### src/rtl/plab2_proc_imem_squash_unit_pkg.sv
// rtl/plab2_proc_imem_squash_unit_pkg.sv - shared constants and helpers for the imem squash unit
//
// Purpose: default imem response width (VC_MEM_RESP_MSG_NBITS(8,32)) and a
// circular-index helper used by the response buffer.
package plab2_proc_imem_squash_unit_pkg;

  localparam int c_imem_resp_msg_nbits = 45;

  // Advance a circular buffer index, wrapping to zero after depth-1.
  function automatic int unsigned wrap_inc(input int unsigned idx, input int unsigned depth);
    return (idx + 1 >= depth) ? 0 : idx + 1;
  endfunction

endpackage

### src/rtl/plab2_proc_squash_queue.sv
// rtl/plab2_proc_squash_queue.sv - bypass response FIFO with synchronous clear
//
// Purpose: holds imem responses that fetch could not accept yet. When empty,
// an incoming response is presented on the dequeue side in the same cycle.
// Ports:
//   clk, reset          clock, synchronous active-high reset
//   clear               drop every stored entry at the next edge
//   enq_val/rdy/msg     enqueue side (from memory)
//   deq_val/rdy/msg     dequeue side (to fetch)
//   full                all p_buf_depth entries occupied
module plab2_proc_squash_queue
  import plab2_proc_imem_squash_unit_pkg::*;
#(
  parameter int p_msg_nbits = c_imem_resp_msg_nbits,
  parameter int p_buf_depth = 2
)(
  input  logic                   clk,
  input  logic                   reset,
  input  logic                   clear,
  input  logic                   enq_val,
  output logic                   enq_rdy,
  input  logic [p_msg_nbits-1:0] enq_msg,
  output logic                   deq_val,
  input  logic                   deq_rdy,
  output logic [p_msg_nbits-1:0] deq_msg,
  output logic                   full
);

  localparam int c_ptr_nbits = (p_buf_depth > 1) ? $clog2(p_buf_depth) : 1;
  localparam int c_cnt_nbits = $clog2(p_buf_depth + 1);

  logic [p_msg_nbits-1:0] entries [p_buf_depth];
  logic [c_ptr_nbits-1:0] head;
  logic [c_ptr_nbits-1:0] tail;
  logic [c_cnt_nbits-1:0] count;
  logic                   empty;
  logic                   do_enq;
  logic                   do_deq;

  assign empty   = (count == '0);
  assign full    = (count == c_cnt_nbits'(p_buf_depth));
  assign enq_rdy = !full;

  // Empty buffer: the incoming response passes straight through.
  assign deq_val = empty ? enq_val : 1'b1;
  assign deq_msg = empty ? enq_msg : entries[head];

  assign do_deq = !empty && deq_rdy;
  // A bypassed response that fetch takes immediately is never stored.
  assign do_enq = enq_val && enq_rdy && !(empty && deq_rdy);

  always_ff @(posedge clk) begin
    if (reset || clear) begin
      head  <= '0;
      tail  <= '0;
      count <= '0;
    end else begin
      if (do_enq) tail <= c_ptr_nbits'(wrap_inc(32'(tail), p_buf_depth));
      if (do_deq) head <= c_ptr_nbits'(wrap_inc(32'(head), p_buf_depth));
      count <= count + c_cnt_nbits'(do_enq) - c_cnt_nbits'(do_deq);
    end
  end

  always_ff @(posedge clk) begin
    if (do_enq && !clear) entries[tail] <= enq_msg;
  end

endmodule

### src/rtl/plab2_proc_imem_squash_unit.sv
// rtl/plab2_proc_imem_squash_unit.sv - imem request limiter and stale-response squasher
//
// Purpose: sits between fetch and instruction memory, caps outstanding
// requests at p_max_inflight and, on squash, discards the responses of every
// request issued in earlier cycles while flushing its own response buffer.
// Ports:
//   clk, reset                           clock, synchronous active-high reset
//   squash                               redirect: drop older responses
//   proc_req_val/rdy, mem_req_val/rdy    request handshake fetch -> imem
//   mem_resp_msg/val/rdy                 response from imem
//   proc_resp_msg/val/rdy                response to fetch
//   inflight_count, drop_count           status counters
module plab2_proc_imem_squash_unit
  import plab2_proc_imem_squash_unit_pkg::*;
#(
  parameter int p_msg_nbits    = c_imem_resp_msg_nbits,
  parameter int p_max_inflight = 4,
  parameter int p_buf_depth    = 2,
  localparam int c_cnt_nbits   = $clog2(p_max_inflight + 1)
)(
  input  logic                   clk,
  input  logic                   reset,
  input  logic                   squash,
  input  logic                   proc_req_val,
  output logic                   proc_req_rdy,
  output logic                   mem_req_val,
  input  logic                   mem_req_rdy,
  input  logic [p_msg_nbits-1:0] mem_resp_msg,
  input  logic                   mem_resp_val,
  output logic                   mem_resp_rdy,
  output logic [p_msg_nbits-1:0] proc_resp_msg,
  output logic                   proc_resp_val,
  input  logic                   proc_resp_rdy,
  output logic [c_cnt_nbits-1:0] inflight_count,
  output logic [c_cnt_nbits-1:0] drop_count
);

  logic                   can_issue;
  logic                   req_fire;
  logic                   resp_fire;
  logic                   resp_dec;
  logic                   dropping;
  logic                   q_enq_val;
  logic                   q_enq_rdy;
  logic                   q_deq_val;
  logic                   q_full;
  logic [c_cnt_nbits-1:0] inflight_next;
  logic [c_cnt_nbits-1:0] drop_next;

  assign can_issue    = (inflight_count < c_cnt_nbits'(p_max_inflight));
  assign mem_req_val  = proc_req_val && can_issue && !reset;
  assign proc_req_rdy = mem_req_rdy && can_issue;
  assign req_fire     = mem_req_val && mem_req_rdy;

  // While discarding, responses are always sunk. Otherwise the bypass only
  // applies to an empty buffer, so "not full" already covers it.
  assign dropping     = (drop_count != '0) || squash;
  assign mem_resp_rdy = !reset && (dropping || q_enq_rdy);
  assign resp_fire    = mem_resp_val && mem_resp_rdy;
  // A response with nothing outstanding is a protocol error; it must not wrap the counter.
  assign resp_dec     = resp_fire && (inflight_count != '0);

  assign q_enq_val     = mem_resp_val && !dropping && !reset;
  assign proc_resp_val = q_deq_val && !squash && !reset;

  plab2_proc_squash_queue #(
    .p_msg_nbits (p_msg_nbits),
    .p_buf_depth (p_buf_depth)
  ) resp_queue (
    .clk     (clk),
    .reset   (reset),
    .clear   (squash),
    .enq_val (q_enq_val),
    .enq_rdy (q_enq_rdy),
    .enq_msg (mem_resp_msg),
    .deq_val (q_deq_val),
    .deq_rdy (proc_resp_rdy && !squash),
    .deq_msg (proc_resp_msg),
    .full    (q_full)
  );

  always_comb begin
    inflight_next = inflight_count;
    if (req_fire && !resp_dec)      inflight_next = inflight_count + 1'b1;
    else if (!req_fire && resp_dec) inflight_next = inflight_count - 1'b1;
  end

  // On squash every request still outstanding (other than the one answered
  // now) becomes stale; recomputing rather than adding avoids double counting.
  always_comb begin
    drop_next = drop_count;
    if (squash)                               drop_next = inflight_count - c_cnt_nbits'(resp_dec);
    else if (resp_fire && drop_count != '0)   drop_next = drop_count - 1'b1;
  end

  always_ff @(posedge clk) begin
    if (reset) begin
      inflight_count <= '0;
      drop_count     <= '0;
    end else begin
      inflight_count <= inflight_next;
      drop_count     <= drop_next;
    end
  end

  resp_without_request : assert property (@(posedge clk) disable iff (reset)
    !(resp_fire && inflight_count == '0));

  // Full flag is only needed inside the queue's ready computation.
  logic unused_full;
  assign unused_full = q_full;

endmodule

### config.mk
export PLATFORM = sky130hd
export DESIGN_NAME = plab2_proc_imem_squash_unit
export DESIGN_NICKNAME = d
export VERILOG_FILES = /design/src/rtl/plab2_proc_imem_squash_unit_pkg.sv /design/src/rtl/plab2_proc_squash_queue.sv /design/src/rtl/plab2_proc_imem_squash_unit.sv
export SDC_FILE = /design/constraint.sdc
export NUM_CORES = 1
export LEC_CHECK = 0
export ABC_CLOCK_PERIOD_IN_PS = 13600
export BUFFER_PORTS_ARGS = -buffer_cell sky130_fd_sc_hd__buf_2
export CORE_MARGIN = 3
export CORE_UTILIZATION = 25
export CTS_CLUSTER_DIAMETER = 120
export DETAILED_ROUTE_END_ITERATION = 16
export PLACE_DENSITY_LB_ADDON = 0.15
export SLEW_MARGIN = 40
export SYNTH_ARGS = -nofsm -noshare
export SYNTH_HDL_FRONTEND = slang
export SYNTH_SLANG_ARGS = --single-unit
### constraint.sdc
create_clock -name clk -period 13.6 [get_ports clk]
set_input_delay 0.68 -clock clk [delete_from_list [all_inputs] [get_ports clk]]
set_output_delay 0.68 -clock clk [all_outputs]
set_load 0.01 [all_outputs]
* Yosys cells after proc, flatten, opt, wreduce, memory -nomap -nowiden
Memories as Yosys holds them, arrays and structs flattened. A register that Yosys moved wholly into a read port is not among the register bits.
Cells that the tools add are included.
** Operators by class
- Add/subtract/negate cells :: 8
- Order comparisons :: 3
- Eq/ne operators :: 1
- Muxes and demuxes :: 12
- Reductions and logical operators :: 36
** Operator list (number)
- $mux 45 :: 1
- $logic_and 1x1->1 :: 20
- $mux 3 :: 4
- $logic_not 1->1 :: 8
- $mux 1 :: 7
- $reduce_bool 3->1 :: 2
- $sub 3x1->3 const B :: 2
- $add 1x1->2 const B :: 2
- $ge 2x2->1 const B :: 2
- $reduce_bool 2->1 :: 2
- $add 3x1->3 const B :: 1
- $logic_or 1x1->1 :: 3
- $lt 3x3->1 const B :: 1
- $sub 3x1->3 :: 1
- $add 2x1->2 :: 1
- $eq 2x2->1 const B :: 1
- $logic_not 2->1 :: 1
- $sub 2x1->2 :: 1
** Storage, ports and cells
- Register bits :: 10
- Memory bits (writable) :: 90
- Output and inout bits :: 55
- Word-level logic and storage cells :: 66
- Memories :: 1
** Memory list
- resp_queue.entries :: depth 2, bits a word 45, read ports 1, clocked after memory_dff 1, wr ports 1, RTL line plab2_proc_squash_queue.sv:32 : logic [p_msg_nbits-1:0] entries [p_buf_depth];

* Logic depth before layout (Yosys ltp)
Gate-level depths: netlist of run 1.
- Depth after elaboration :: 10
- Mapped depth :: 11
- Gate-level depth less buffers :: 11

* By module
Synthesis of run 1 repeated with hierarchy kept, for this count alone.
** Unflattened totals
- Cell total of the unflattened synthesis :: 323
- Area total of the unflattened synthesis :: 4430.5 um^2
** By module, submodules not included
- plab2_proc_squash_queue :: times used 1, cells each 269, area each 3955.0 um^2, seq. area each 2802.7 um^2
- plab2_proc_imem_squash_unit :: times used 1, cells each 54, area each 475.5 um^2, seq. area each 120.1 um^2

* Worst setup path before layout of run 1
Ideal clock, no wire load.
- Path type :: input -> register
- Start :: input squash
- End :: memory resp_queue.entries[0][0] (netlist name), enable pin
- Data arrival time :: 4.275 ns
- Required time :: 13.097 ns
- Path slack :: 8.822 ns
- Cell stages on the path :: 4
- Buffers on the path :: 2
- Cells stage by stage :: buf_6 or2_4 buf_6 nor3_1
** Between the ends
- Word-level cells in the longest chain between the ends :: 9
- Elaborated cells between the ends (all ways) :: 13
- Classes of those cells :: 2 x mux; 11 x reduce/logical
** RTL lines
- from (decl) :: RTL line plab2_proc_imem_squash_unit.sv:23 : input logic squash,
- $logic_or 1x1->1 :: RTL line plab2_proc_imem_squash_unit.sv:57 : assign dropping = (drop_count != '0) || squash;
- $logic_not 1->1 :: RTL line plab2_proc_imem_squash_unit.sv:63 : assign q_enq_val = mem_resp_val && !dropping && !reset;
- $logic_and 1x1->1 (2 in series) :: RTL line plab2_proc_imem_squash_unit.sv:63
- $logic_and 1x1->1 (2 in series) :: RTL line plab2_proc_squash_queue.sv:50 : assign do_enq = enq_val && enq_rdy && !(empty && deq_rdy);
- $logic_and 1x1->1 (*) :: RTL line plab2_proc_squash_queue.sv:65 : if (do_enq && !clear) entries[tail] <= enq_msg;
- $mux 1 (*) :: RTL line plab2_proc_squash_queue.sv:65
- $mux 1 (not written as such) (*) :: RTL line plab2_proc_squash_queue.sv:65
- to (decl) :: RTL line plab2_proc_squash_queue.sv:32
Mark *: on every way between the ends. The rest lies on a longest branch, timed or not.

* Worst setup path after layout of run 1
- Start :: register resp_queue.count[0]
- End :: output proc_resp_msg[0]
** Between the ends
- Word-level cells in the longest chain between the ends :: 2
** RTL lines
- from (decl) :: RTL line plab2_proc_squash_queue.sv:35 : logic [c_cnt_nbits-1:0] count;
- from (signal assigned) :: RTL line plab2_proc_squash_queue.sv:60 : count <= count + c_cnt_nbits'(do_enq) - c_cnt_nbits'(do_deq);
- $logic_not 2->1 :: RTL line plab2_proc_squash_queue.sv:40 : assign empty = (count == '0);
- $mux 45 :: RTL line plab2_proc_squash_queue.sv:46 : assign deq_msg = empty ? enq_msg : entries[head];
- to (decl) :: RTL line plab2_proc_imem_squash_unit.sv:31 : output logic [p_msg_nbits-1:0] proc_resp_msg,
No other way between the ends.

==> results list, run 1 <==
- The setup check on the worst reg-to-reg path leaves a slack of 11.16 ns.
- Dominant cell by count in the synthesized netlist: sky130_fd_sc_hd__edfxtp_1
- For this run, the share of the core covered by cells in the final layout is 0.3231.
- The clock passes through at most 2 buffers.
- At the end of routability-driven placement, the weighted congestion stood at 0.7274.
- Total GRT Usage: 0.09986
* Clock tree from TritonCTS: done
* Number of nets at the end of the flow: between 400 and 500
- By area the synthesized netlist is led by sky130_fd_sc_hd__edfxtp_1 (62%), sky130_fd_sc_hd__mux2i_1 (10%), sky130_fd_sc_hd__dfxtp_1 (5.0%), sky130_fd_sc_hd__o21ai_0 (4.3%), sky130_fd_sc_hd__nand2_1 (3.8%).
* Number of clock sinks: ~100
- Standard cell area after detailed placement: 5130 µm²
* Total overflow reported by the global router: 0
- Most used standard cells in the synthesized netlist: sky130_fd_sc_hd__edfxtp_1 (90), sky130_fd_sc_hd__mux2i_1 (46), sky130_fd_sc_hd__nand2_1 (45)
- The critical path is of the reg2out type.
- STA puts the critical path data required time at 12.92 ns.
* Synthesized instance count: 322
- In this run, synthesis inferred 90 flip-flops with an integrated enable.
* Hold Path Class: reg2reg
- Total setup violations reported at the end of the flow: 0
- After synthesis the netlist holds a flip-flop and latch count of 101.
* Total clock buffers created by CTS: 9
* Post-route minimum period: 2.960 ns
- At the worst endpoint, the arrival time is 2.28 ns.
- Clock tree synthesis selected as its root buffer the cell sky130_fd_sc_hd__clkbuf_16.
- After detailed routing, the number of vias per cell comes to 4.221.
- Number of nets with antenna violations after detailed routing: 0
- For this design the top-level I/O count stands at around 110.
- Summed over all layers, the routed wires come to 9434 µm.
* Setup ws final: 10.64 ns
* Post-synth design cell area: 4388 µm²
- Post-Layout Inst Area: 5453 µm²
* Die area: 19180 µm²
- Post-Route Setup TNS: 0 ns
- For this run, the top clock speed supported by timing is ~0.34 GHz.
* Internal power of the cells: 0.5368 mW
- The share of total power dissipated in sequential elements is 0.505.
- The first global-routing pass estimated 15230 µm of wire.
- Drt wl/cell: between 10 and 15 µm
- Multi-input combinational cell area: about 1300 µm²
- The worst register-to-register path has a depth of 11.
- Largest area contributor in the netlist: sky130_fd_sc_hd__edfxtp_1
- The analysis attributes to net switching a power of 0.1570 mW.
- Number of core rows: 47
- Layout overhead on the synthesized area: 24.27%
- Sequential fraction of the synthesis area: 0.6661
- Post-synthesis net count: 382
- Post-CTS setup repair buffer count: 0
- For this design the ratio of total power to cell area is 127.2 nW/µm².
- Input and output buffers added on the ports amount to 106.
- Crit start category: register
- Of all flip-flops after synthesis, the portion carrying an async set or reset was 0.
- Across the whole layout, storage elements account for between 2000 and 3000 µm².
- For this run, design rule violations remaining after detail routing come to 0.
* Cell depth of the worst hold path: 2
- In this run the most critical hold path is launched from resp_queue.head.
- 0 antenna diodes ended up in the layout.
- The Yosys step of the flow raised 0 warnings.
- Across the run, the number of max-cap violations was 0.
* Pin count of the biggest net entering global routing: 59
- The first detailed-routing pass ran for 4 iterations.
* Max Slew Vio Count: 0
- The analysis attributes to cell leakage a power of roughly 2.0 nW.
- Slew at the pin with the worst max-slew slack: 0.6897 ns
* Unrepaired setup endpoints after global routing: no
- For hold timing, the worst endpoint is resp_queue.head.
- Post-Place Worst Slack: 10.91 ns
- Of the total power, the share spent switching nets is 0.2263.
- For this configuration, the core starts out at a cell density of 0.2600.
- Hold-fix buffers, CTS: 0
* Post-DP HPWL: about 6300 µm
* Horizontal extent of the die: 138.5 µm
- Vertical die dimension: about 140 µm
- The later pin in the worst-skew pair is clocked with a latency of 0.35 ns.
- Across all layers, the routed design uses 2752 vias.
* Capturing element type of the critical path: output port
- Primary flip-flop cell chosen by synthesis mapping: sky130_fd_sc_hd__edfxtp_1
- After clock tree synthesis, the clock-pin slew on the worst setup and hold paths is ~0.070 ns.
* Top-area cell type share of the netlist area: 0.6159
- Post-CTS sizing: 0
* Maximum resistive drop on vdd: roughly 0.000055 V
* Number of global-route vias before repair: 2841
* Worst slew margin relative to its limit: 0.5391
* Run status: finished clean
- Counting the fill cells in the layout gives 1708.
* Critical R2R Capture: inflight_count[2]
* Fraction of layout cells with a size suffix above 1: 0.3148
* Total power after layout: 0.6938 mW
- Maximum level of the CTS H-tree: 3
- Placeable core region: approximately 17000 µm²
- In this run the critical register-to-register path is launched from drop_count[0].
- Syn Area/Cell: 13.63 µm²
- The clock arrives with 0.01034 ns of skew.
* Antenna violations before repair: 2
- The synthesized netlist contains 42 unique library cells.
- The final-report hold violation count is 0.
* Detailed router's first-iteration violation count: 136
- In this run the worst path has a maximum fanout of 58.
- Combinational share of power: 0.100
- Clock power frac: 0.395
- In the finished design, the share of the clock period the worst path needs comes to 0.2177.
registers in the layout, summed over array words and instances (netlist names), named ones only:
signal	cells
resp_queue.entries	90
drop_count	3
inflight_count	3
resp_queue.count	2
resp_queue.head	1
resp_queue.tail	1
worst max-delay path, stage by stage, from the launching register on:
cell and delay [ns]:
sky130_fd_sc_hd__dfxtp_1 0.39, sky130_fd_sc_hd__nor2_4 0.58, sky130_fd_sc_hd__buf_4 0.55, sky130_fd_sc_hd__nand2_1 0.10, sky130_fd_sc_hd__o21ai_1 0.13, sky130_fd_sc_hd__buf_2 0.17
layer usage:
| metal | up-vias | share of wire | GRT usage |
|---|---|---|---|
| met5 | - | 0.0029 | 0 |
| li1 | 1394 | - | - |
| met3 | 13 | 0.070 | 0.03764 |
| met2 | 75 | 0.43 | 0.1465 |
| met4 | 4 | 0.013 | 0.03588 |
| met1 | 1266 | 0.48 | 0.1352 |
cell type report:
type | count | area share
inverters | 9 | 0.006196
clock inverters | 7 | 0.01790
repair buffers | 112 | 0.1056
clock buffers | 9 | 0.04130
well taps | 220 | 0.05048
multi-input cells | 194 | 0.2423
flip-flops and latches | 101 | 0.5363
metrics by stage:
| step | hold WS, ns | cells |
|---|---|---|
| detailed placement | 0.5127 | 636 |
| floorplan | 0.4725 | 322 |
| global placement | 0.5032 | 636 |
| CTS | 0.5121 | 652 |
| finish | 0.5192 | 652 |
| global route | 0.5134 | 652 |
cell families (layout without fill, tap and decap cells):
family,count (synthesis),count (layout),synth area share
buffers and inverters,27,137,0.03507
XOR/XNOR,5,5,0.009980
AND/OR/NAND/NOR,74,74,0.07557
flip-flops,101,101,0.6661
AO/OA/AOI/OAI,60,60,0.08127
adder cells (fa/ha/maj),8,8,0.02452
multiplexers,47,47,0.1075
power by group through the flow:
stage	sequential [mW]	combinational (mW)	clock (mW)
2_1_floorplan	0.358	0.0387	0
3_3_place_gp	0.357	0.0698	0
3_5_place_dp	0.358	0.0702	0
4_1_cts	0.351	0.0707	0.287
5_1_grt	0.352	0.0787	0.300
6_report	0.350	0.0691	0.274
placed cells by master (no fill, tap or decap), types with 2 or more instances in the layout:
master and count:
sky130_fd_sc_hd__edfxtp_1 90, sky130_fd_sc_hd__inv_1 9, sky130_fd_sc_hd__inv_6 2, sky130_fd_sc_hd__buf_4 6, sky130_fd_sc_hd__mux2i_1 46, sky130_fd_sc_hd__bufinv_16 2, sky130_fd_sc_hd__a21oi_1 3, sky130_fd_sc_hd__nor2_1 13
sky130_fd_sc_hd__dfxtp_1 10, sky130_fd_sc_hd__clkinvlp_4 2, sky130_fd_sc_hd__nand2_1 45, sky130_fd_sc_hd__buf_2 106, sky130_fd_sc_hd__clkbuf_16 9, sky130_fd_sc_hd__xor2_1 4, sky130_fd_sc_hd__a211oi_1 2, sky130_fd_sc_hd__nor3_2 2
sky130_fd_sc_hd__ha_1 7, sky130_fd_sc_hd__o21ai_0 38, sky130_fd_sc_hd__o21ai_1 9
worst max-delay path by stage:
| stage | start | end | slack (ns) |
|---|---|---|---|
| 2_1_floorplan | squash | resp_queue.entries[0][0] | 8.82 |
| 3_3_place_gp | resp_queue.count[0] | proc_resp_msg[0] | 10.91 |
| 3_5_place_dp | resp_queue.count[0] | proc_resp_msg[0] | 10.91 |
| 4_1_cts | resp_queue.count[0] | proc_resp_msg[0] | 10.52 |
| 5_1_grt | resp_queue.count[0] | proc_resp_msg[3] | 10.34 |
| 6_report | resp_queue.count[0] | proc_resp_msg[0] | 10.64 |
No activity file was read; power rests on OpenSTA's default activity.
==> inputs of run 2 (changes only) <==
ABC_CLOCK_PERIOD_IN_PS = 2970   (was 13600)
clock period = 2.97 ns   (was 13.6 ns; I/O delays follow)
==> results list, run 2 (synthesis results as in run 1) <==
- The number of rows created at floorplan came to 47 (unchanged).
- The data required time at the worst endpoint is 3.24 ns (-9.68 ns).
- The arrival time at the worst endpoint was 2.69 ns (+0.41 ns).
- CP Depth: 11 (+6)
- Number of port buffers: 106 (unchanged)
- In this run the worst hold path is classified as in2reg.
* Number of nets with antenna violations after detailed routing: 0 (unchanged)
* Run status: finished clean
- The met1 global-route usage was 0.1266 (-0.008592).
- The maximum clock insertion buffer count came to 2 (unchanged).
* Fraction of layout cells with a size suffix above 1: 0.2935 (-0.02134)
- Via count: 2894 (+5.2%)
- Detailed router's first-iteration violation count: 132 (-2.9%)
- CP max FO: 4 (-93%)
* Number of top-level design ports: 107 (unchanged)
- Starting density of the core: 0.2600 (unchanged)
- Drt wl/cell: 13.86 µm (-4.2%)
* Worst Hold Slack: 0.01700 ns (-0.5022 ns)
* Placeable core region: 16880 µm² (unchanged)
- The instance area at placement came to 5167 µm² (+0.73%).
* Total clock buffers created by CTS: 9 (unchanged)
- Die area: 19180 µm² (unchanged)
- The number of flip-flops in the largest register is 90 (unchanged).
- The clock period could shrink to approximately 2.4 ns.
- The signal on the critical path passes through inv_1, ha_1, and2b_1, a31oi_2, o311ai_0, ha_1, inv_1, fa_1, xor2_1, or3_1, a21oi_1.
- Reported leakage power: 2.163 nW (+6.0%)
- Post-CTS setup repair buffer count: 0 (unchanged)
* Vertical die dimension: 138.5 µm (unchanged)
* Post-Layout Inst Area: 5741 µm² (+5.3%)
* Clock slew at reported path FFs: 0.07 ns (about the same)
* Most flops, register: resp_queue.entries
- The largest clock skew in the final design was 0.006829 ns (-0.003510 ns).
* Cell type of the slowest stage on the worst timing path: sky130_fd_sc_hd__fa_1
- Clock tree from TritonCTS: done
- Number of clock sinks: 101 (unchanged)
- The floorplan die width is 138.5 µm (unchanged).
- The clock latency at the later pin of the worst-skew pair is 0.34 ns (about the same).
* Busiest grt layer: met2
* First-pass GRT wire length: 14860 µm (-2.4%)
- The total power consumption of the routed design is 3.108 mW (+350%).
- GRT met3 Usage: 0.03246 (-0.005180)
* Hold violation count in the final report: 0 (unchanged)
- The fraction of met2 tracks used by global routing was 0.1470 (+0.0005139).
* Antenna cell count: 0 (unchanged)
* Unrepaired setup endpoints after global routing: no
* Reg-to-reg startpoint: drop_count[0]
* CTS root buf: sky130_fd_sc_hd__clkbuf_16
- Worst slew margin relative to its limit: 0.5854 (+0.04626)
* Wire length reported by the detailed router: 9425 µm (about the same)
- Layout overhead on the synthesized area: 30.82%
- The final number of setup-violating endpoints is 0 (unchanged).
* Number of nets at the end of the flow: 515 (+5.7%)
- The most critical setup path has its startpoint at drop_count[0].
- The final global-route overflow total was 0 (unchanged).
- Registers with the most flip-flops: resp_queue.entries: 90 flops, drop_count: 3 flops, inflight_count: 3 flops
- The worst vdd rail ir drop is 0.0002546 V (+370%).
- The setup TNS after final layout is 0 ns (unchanged).
* 1st-pass router iterations: 5 (+1)
* Share of the clock period used by the worst path: 0.8134
- Leaving out fill and tap cells, the most frequent cell in the layout is sky130_fd_sc_hd__buf_2.
* Worst R2R Path Depth: 11 (unchanged)
- Slew at the pin with the worst max-slew slack: 0.6219 ns (-0.06776 ns)
- Critical R2R Capture: inflight_count[2]
- Number of filler cells placed in the layout: 1667 (-2.4%)
- The worst stage delay on the critical path is 0.37 ns (-0.21 ns).
- The pin count of the biggest net entering global routing is 91 (+54%).
- The worst setup path is launched from a register.
- Endpoint of the worst setup timing path: inflight_count[2]
- Timing-limited maximum frequency: slightly above 0.4 GHz
* Antenna violations before repair: 0 (-2)
- The number of max-capacitance violations reported came to 0 (unchanged).
- Maximum level of the CTS H-tree: 3 (unchanged)
* WS Path Type: reg2reg
* Ratio of total power to cell area: 541.4 nW/µm² (+330%)
- The total track usage was 0.09753 (-0.002334).
* Number of global-route vias before repair: 2801 (-1.4%)
- In the layout the commonest cells are sky130_fd_sc_hd__buf_2 (106), sky130_fd_sc_hd__edfxtp_1 (90), sky130_fd_sc_hd__mux2i_1 (46).
* Share of the core filled with cells: 0.3401 (+0.01705)
* Max Slew Vio Count: 0 (unchanged)
* FF-to-FF setup slack: 0.55 ns (-10.61 ns)
- CP top delay family: adder cells
- STA classifies the critical path endpoint as a register.
* Post-DP HPWL: 6093 µm (-2.6%)
* Final weighted congestion in routability-driven placement: 0.7421 (+2.0%)
- The number of buffers and inverters on the critical path was 2 (unchanged).
* Via density per instance: 4.256 (+0.83%)
- The DRC violation count after routing is 0 (unchanged).
-- run 2: worst min path at each step --
stage,startpoint,depth (start not counted),slack [ns],end
after global placement,mem_resp_msg[29],1,0.35,resp_queue.entries[1][29]
after global routing,mem_resp_msg[30],1,0.0006,resp_queue.entries[1][30]
after detailed placement,mem_resp_msg[29],1,0.35,resp_queue.entries[0][29]
after floorplan,mem_resp_msg[0],0,0.25,resp_queue.entries[0][0]
after CTS,mem_resp_msg[10],1,0.0002,resp_queue.entries[0][10]
final,mem_resp_msg[10],1,0.02,resp_queue.entries[0][10]
-- run 2: timing repair --
action | CTS | global route
hold endpoints to repair | 53 | 2
hold buffers | 27 | 1
gates resized for setup | 0 | 0
-- run 2: per-layer routing --
| metal | part of all wire | vias up |
|---|---|---|
| met5 | 0 | - |
| met4 | 0.021 | 0 |
| met3 | 0.067 | 12 |
| met2 | 0.44 | 87 |
| met1 | 0.47 | 1347 |
| li1 | - | 1448 |
-- run 2: area by class of cell --
class | count | area [µm²] | area share
clock buffers | 10 | 229.0 | 0.03989
clock inverters | 6 | 63.81 | 0.01112
inverters | 9 | 33.78 | 0.005885
multi-input cells | 194 | 1334 | 0.2323
flip-flops and latches | 101 | 2924 | 0.5094
well taps | 220 | 275.3 | 0.04795
repair buffers | 140 | 880.8 | 0.1534
-- run 2: where the power goes --
part	switching, mW	internal, mW	total [mW]
clock	0.500	0.652	1.15
sequential	0.0269	1.58	1.61
combinational	0.186	0.165	0.351
-- run 2: per-stage QoR --
step | cells | worst slack, ns
6_report | 680 | 0.5543
5_1_grt | 680 | 0.3888
4_1_cts | 679 | 0.5497
3_5_place_dp | 636 | 0.5774
3_3_place_gp | 636 | 0.6569
2_1_floorplan | 322 | -0.1368
-- run 2: worst register-to-register path: cells and delay by family, from the launching register on --
| kind | cells | cell delay [ns] |
|---|---|---|
| AOI/OAI and AO/OA | 3 | 0.40 |
| DFF | 1 | 0.32 |
| and+or+nand+nor | 2 | 0.48 |
| adders and majority gates | 3 | 0.82 |
| buffers and inverters | 2 | 0.16 |
| xor gates and xnor gates | 1 | 0.16 |
